===== src/rtl/cpu_mc.sv =====
`default_nettype none
// ============================================================================
// Module   : cpu_mc
// Brief    : Multi-cycle CPU core, 16-bit instructions, req/ack imem and dmem.
// Revision : 1.0
// ============================================================================
module cpu_mc #(
    parameter int DATA_W = 8,
    parameter int PC_W   = 8,
    parameter int NREG   = 4
) (
    input  logic              clk,
    input  logic              rst,
    output logic              imem_req,
    output logic [PC_W-1:0]   imem_addr,
    input  logic              imem_ack,
    input  logic [15:0]       imem_rdata,
    output logic              dmem_req,
    output logic              dmem_we,
    output logic [DATA_W-1:0] dmem_addr,
    output logic [DATA_W-1:0] dmem_wdata,
    input  logic              dmem_ack,
    input  logic [DATA_W-1:0] dmem_rdata,
    output logic [PC_W-1:0]   pc,
    output logic              retire,
    output logic              hlt
);

    localparam int         c_RIDX_W = $clog2(NREG);
    localparam logic [3:0] c_OP_ADD  = 4'h0;
    localparam logic [3:0] c_OP_SUB  = 4'h1;
    localparam logic [3:0] c_OP_AND  = 4'h2;
    localparam logic [3:0] c_OP_OR   = 4'h3;
    localparam logic [3:0] c_OP_LDI  = 4'h4;
    localparam logic [3:0] c_OP_LD   = 4'h5;
    localparam logic [3:0] c_OP_ST   = 4'h6;
    localparam logic [3:0] c_OP_BEQZ = 4'h7;
    localparam logic [3:0] c_OP_JMP  = 4'h8;
    localparam logic [3:0] c_OP_HALT = 4'hF;

    typedef enum logic [1:0] {
        S_FETCH = 2'd0,
        S_EXEC  = 2'd1,
        S_MEM   = 2'd2,
        S_HALT  = 2'd3
    } state_t;

    state_t              state_q, state_d;
    logic [PC_W-1:0]     pc_q, pc_d;
    logic [15:0]         ir_q, ir_d;
    logic [DATA_W-1:0]   regs_q [NREG];
    logic [DATA_W-1:0]   regs_d [NREG];

    logic [3:0]          w_op;
    logic [c_RIDX_W-1:0] w_rd, w_rs, w_rt;
    logic [DATA_W-1:0]   w_rd_val, w_rs_val, w_rt_val, w_imm_data;
    logic [PC_W-1:0]     w_imm_pc, w_pc_inc;
    logic                w_unused;

    // Register selects use only the low index bits; the rest of each field is don't-care.
    assign w_op       = ir_q[15:12];
    assign w_rd       = ir_q[8 +: c_RIDX_W];
    assign w_rs       = ir_q[4 +: c_RIDX_W];
    assign w_rt       = ir_q[0 +: c_RIDX_W];
    assign w_rd_val   = regs_q[w_rd];
    assign w_rs_val   = regs_q[w_rs];
    assign w_rt_val   = regs_q[w_rt];
    assign w_imm_data = DATA_W'(ir_q[7:0]);
    assign w_imm_pc   = PC_W'(ir_q[7:0]);
    assign w_pc_inc   = pc_q + PC_W'(1);
    assign w_unused   = ^ir_q[11:8];

    assign imem_addr = pc_q;
    assign pc        = pc_q;
    assign hlt       = (state_q == S_HALT);

    always_comb begin
        state_d    = state_q;
        pc_d       = pc_q;
        ir_d       = ir_q;
        for (int i = 0; i < NREG; i++) begin
            regs_d[i] = regs_q[i];
        end
        imem_req   = 1'b0;
        dmem_req   = 1'b0;
        dmem_we    = 1'b0;
        dmem_addr  = '0;
        dmem_wdata = '0;
        retire     = 1'b0;

        case (state_q)
            S_FETCH: begin
                // Reset forces FETCH asynchronously, so the request is masked while rst is high.
                imem_req = ~rst;
                if (imem_ack) begin
                    ir_d    = imem_rdata;
                    state_d = S_EXEC;
                end
            end
            S_EXEC: begin
                state_d = S_FETCH;
                retire  = 1'b1;
                pc_d    = w_pc_inc;
                case (w_op)
                    c_OP_ADD:  regs_d[w_rd] = w_rs_val + w_rt_val;
                    c_OP_SUB:  regs_d[w_rd] = w_rs_val - w_rt_val;
                    c_OP_AND:  regs_d[w_rd] = w_rs_val & w_rt_val;
                    c_OP_OR:   regs_d[w_rd] = w_rs_val | w_rt_val;
                    c_OP_LDI:  regs_d[w_rd] = w_imm_data;
                    c_OP_LD, c_OP_ST: begin
                        state_d = S_MEM;
                        retire  = 1'b0;
                        pc_d    = pc_q;
                    end
                    c_OP_BEQZ: begin
                        if (w_rd_val == '0) begin
                            pc_d = w_imm_pc;
                        end
                    end
                    c_OP_JMP:  pc_d = w_imm_pc;
                    c_OP_HALT: begin
                        state_d = S_HALT;
                        pc_d    = pc_q;
                    end
                    default: ;
                endcase
            end
            S_MEM: begin
                // Operands come from ir/regs, neither of which changes until the ack.
                dmem_req   = 1'b1;
                dmem_we    = (w_op == c_OP_ST);
                dmem_addr  = w_rs_val;
                dmem_wdata = w_rd_val;
                if (dmem_ack) begin
                    if (w_op == c_OP_LD) begin
                        regs_d[w_rd] = dmem_rdata;
                    end
                    pc_d    = w_pc_inc;
                    retire  = 1'b1;
                    state_d = S_FETCH;
                end
            end
            default: ;
        endcase
    end

    always_ff @(posedge clk or posedge rst) begin
        if (rst) begin
            state_q <= S_FETCH;
            pc_q    <= '0;
            ir_q    <= '0;
            for (int i = 0; i < NREG; i++) begin
                regs_q[i] <= '0;
            end
        end else begin
            state_q <= state_d;
            pc_q    <= pc_d;
            ir_q    <= ir_d;
            for (int i = 0; i < NREG; i++) begin
                regs_q[i] <= regs_d[i];
            end
        end
    end

endmodule
`default_nettype wire


===== config.mk =====
export PLATFORM = sky130hd
export DESIGN_NAME = cpu_mc
export DESIGN_NICKNAME = d
export VERILOG_FILES = /design/src/rtl/cpu_mc.sv
export SDC_FILE = /design/constraint.sdc
export NUM_CORES = 1
export LEC_CHECK = 0
export BUFFER_PORTS_ARGS = -buffer_cell sky130_fd_sc_hd__buf_2
export CORE_MARGIN = 1
export CORE_UTILIZATION = 30
export CTS_CLUSTER_SIZE = 24
export DETAILED_ROUTE_END_ITERATION = 7
export GPL_TIMING_DRIVEN = 0
export SETUP_SLACK_MARGIN = 0.4
export SLEW_MARGIN = 10
export SYNTH_ARGS = -nofsm -noshare
export SYNTH_HDL_FRONTEND = slang
export SYNTH_SLANG_ARGS = --single-unit

===== constraint.sdc =====
create_clock -name clk -period 4.1 [get_ports clk]
set_clock_uncertainty 0.05 [all_clocks]
set_input_delay 0 -clock clk [delete_from_list [all_inputs] [get_ports clk]]
set_output_delay 0 -clock clk [all_outputs]
set_load 0.1 [all_outputs]

==> results.txt <==
first-pass GRT wire length -> 33300 microns
area fraction in compound gates after synthesis -> 0.2510
DR vias -> 6258
Worst Setup Start Kind -> flop
Mapped Cells -> 706
Final Max Slew Viols -> 0
Ys Warns -> 0
GP Congestion -> 0.9814
post-synthesis mux area share -> 0.1466
final setup vio count -> 0
post-synthesis xor/xnor area fraction -> 0.01812
CTS HTree Levels -> 2
die width -> 141.1 microns
pin slew with the least headroom to its limit -> 0.9895 ns
Fin. Hold Viols -> 0
Synth Cell Area -> 5802 sq um
fraction of registers with async set/reset -> 1.000
Post-Syn Nets -> 764
die height -> 141.1 microns
CP Data Required Time -> 4.21 ns
Max Clock Freq -> 281.1 MHz
Tcrit/Tclk final -> 0.8677
Crit path arrival time -> 3.67 ns
CTS tree -> done
clock sink count -> 56
MaxCap Viol Count -> 0
ratio of cells with drive above 1 in the final layout -> 0.1980
fill cell total of the finished layout -> 1953
starting density of the core -> 0.3081
routed length on met1 -> 8967 microns
DR top layer -> met4
Simple-Gate Fraction of Synth Area -> 0.2012
gr usage total -> 0.2210
largest family of logic cells by synthesized area -> compound AO/OA/AOI/OAI gates
core box area -> 18830 sq um
EDFF count, synth -> 0
FF/Latch Area -> 1403 sq um
syn avg cell area -> 8.218 sq um
Root Buffer -> clkbuf_16
adder-cell share of the synthesized area -> 0.06728
commonest non-fill, non-tap cell in the layout -> buf_2
WL met2 -> 9725 microns
Layout Cells excl Fill -> 1054
final antenna-violating net count -> 0
Boundary Pins -> 65
crit path kind -> flop to flop
Clock Latency Late Sink -> 0.31 ns
number of port buffers -> 62
pin count of the biggest net entering global routing -> 32
Cell variety after synth -> 70
Cell Rows -> 50
vias in the first global route -> 5567
DP HPWL -> 16930 microns
Tightest Hold Check Type -> primary input to flop
multi-input logic area -> 4001 sq um
#FFs+latches synth -> 56
minimum clock period -> 3.558 ns
Inst Count DP -> 1029
number of antenna violations at the first check in global routing -> 1
TritonRoute pass-1 iters -> 6
CP endpoint kind -> flop
clock transition at the registers of the reported paths -> 0.07 ns
1st-iter DRT viols -> 877
clock buffer depth -> 2
Die Area -> 19900 sq um
drt total wl -> 22100 microns
Via density -> 5.937
Slew headroom -> 0.3310
Crit Path Max Fanout -> 10
GR Overflow Total -> 0
run status -> finished clean
met3 wire len -> 2185 microns
commonest non-fill, non-tap cells in the layout -> buf_2, o21ai_0, nand2_1
Seq/Total Area, Yosys -> 0.2415
routed len/inst -> 20.97 microns
Min Hold Slack -> 0.01260 ns
number of CTS-inserted buffers -> 5
Synth-to-Final Area Change -> 17.77%
RSZ-0062 raised after global routing -> no
drt drc -> 0
ys flop type -> dfrtp_1
fin nets -> 850
[stage by stage]
stage                     setup WS [ns]  setup TNS (ns)  cell area [sq um]    util
final                            0.5424               0               6833  0.3629
after global routing             0.4194               0               6830  0.3627
after global placement          -0.1273         -0.8137               6437  0.3419
after CTS                        0.3558               0               6799  0.3611
after floorplan                  0.6406               0               5802       -
after detailed placement        -0.1354         -0.7029               6457  0.3429
[flip-flops by register name, summed over array words and instances (netlist names)]
register	cells
ir_q	14
state_q	2
imem_addr	8
regs_q	32
[repair_timing]
action	in CTS	in global routing
hold buffers	15	0
gates resized for setup	7	11
pin swaps	1	0
setup buffers	1	0
setup endpoints to repair	23	16
endpoints found under the hold margin	44	0
[layer usage]
metal,up-vias,track usage
met2,398,0.3385
li1,2788,-
met5,-,0
met4,0,0.1138
met3,81,0.05061
met1,2991,0.2903
[kinds of logic after synthesis]
| logic type | after synthesis |
|---|---|
| flip-flops | 56 |
| multiplexers | 52 |
| adder cells (fa/ha/maj) | 30 |
| AO/OA/AOI/OAI | 229 |
| XOR/XNOR | 12 |
| AND/OR/NAND/NOR | 227 |
| buffers and inverters | 100 |
[cells in the mapped netlist, types with 7 or more instances]
library cell	n	area [sq um]
o21ai_0	63	315.3
nand2_1	57	214.0
dfrtp_1	56	1401
a21oi_1	53	265.3
nor2_1	50	187.7
inv_1	40	150.1
clkbuf_1	39	146.4
ha_1	28	350.3
mux4_2	24	540.5
mux2_2	22	247.7
nand3_1	21	105.1
nor3_1	18	90.09
a31oi_1	11	68.82
nor2b_1	11	68.82
o211ai_1	11	82.58
and2_1	10	62.56
a22oi_1	9	67.56
o21ai_1	9	45.04
o22ai_1	9	56.30
and3_1	8	50.05
buf_2	8	40.04
buf_4	8	60.06
or3_1	8	50.05
xnor2_1	8	70.07
nand2b_1	7	43.79
[area by class of cell]
cell class / count / area share
multi-input cells: 550 / 0.5856
flip-flops and latches: 56 / 0.2053
repair buffers: 79 / 0.07142
well taps: 260 / 0.04761
plain buffers: 60 / 0.04322
inverters: 40 / 0.02197
clock buffers: 6 / 0.01886
clock inverters: 2 / 0.005677
diodes: 1 / 0.0003662
[final timing paths]
kind | start | end | slack (ns) | cells after the start
hold / removal | dmem_rdata[0] | regs_q[8] | 0.01 | 3
min in group asynchronous | rst | state_q[0] | 0.30 | 3
setup / recovery | ir_q[0] | regs_q[28] | 0.54 | 10
max in group asynchronous | rst | regs_q[30] | 3.09 | 4
setup reg to reg | ir_q[0] | regs_q[28] | 0.54 | 10
hold reg to reg | regs_q[0] | regs_q[0] | 0.51 | 1
[worst max-delay path, stage by stage (launching register included)]
cell	delay, ns
dfrtp_1	0.39
buf_6	0.22
mux4_2	0.59
ha_1	0.30
fa_1	0.52
a211oi_4	0.30
o21ai_0	0.18
o21ai_0	0.23
a21oi_1	0.12
nor4_1	0.42
a221oi_1	0.10
Power is left out: the tool's default activity adds up to more than one toggle a clock period on the data nets, which glitch-free logic cannot reach.
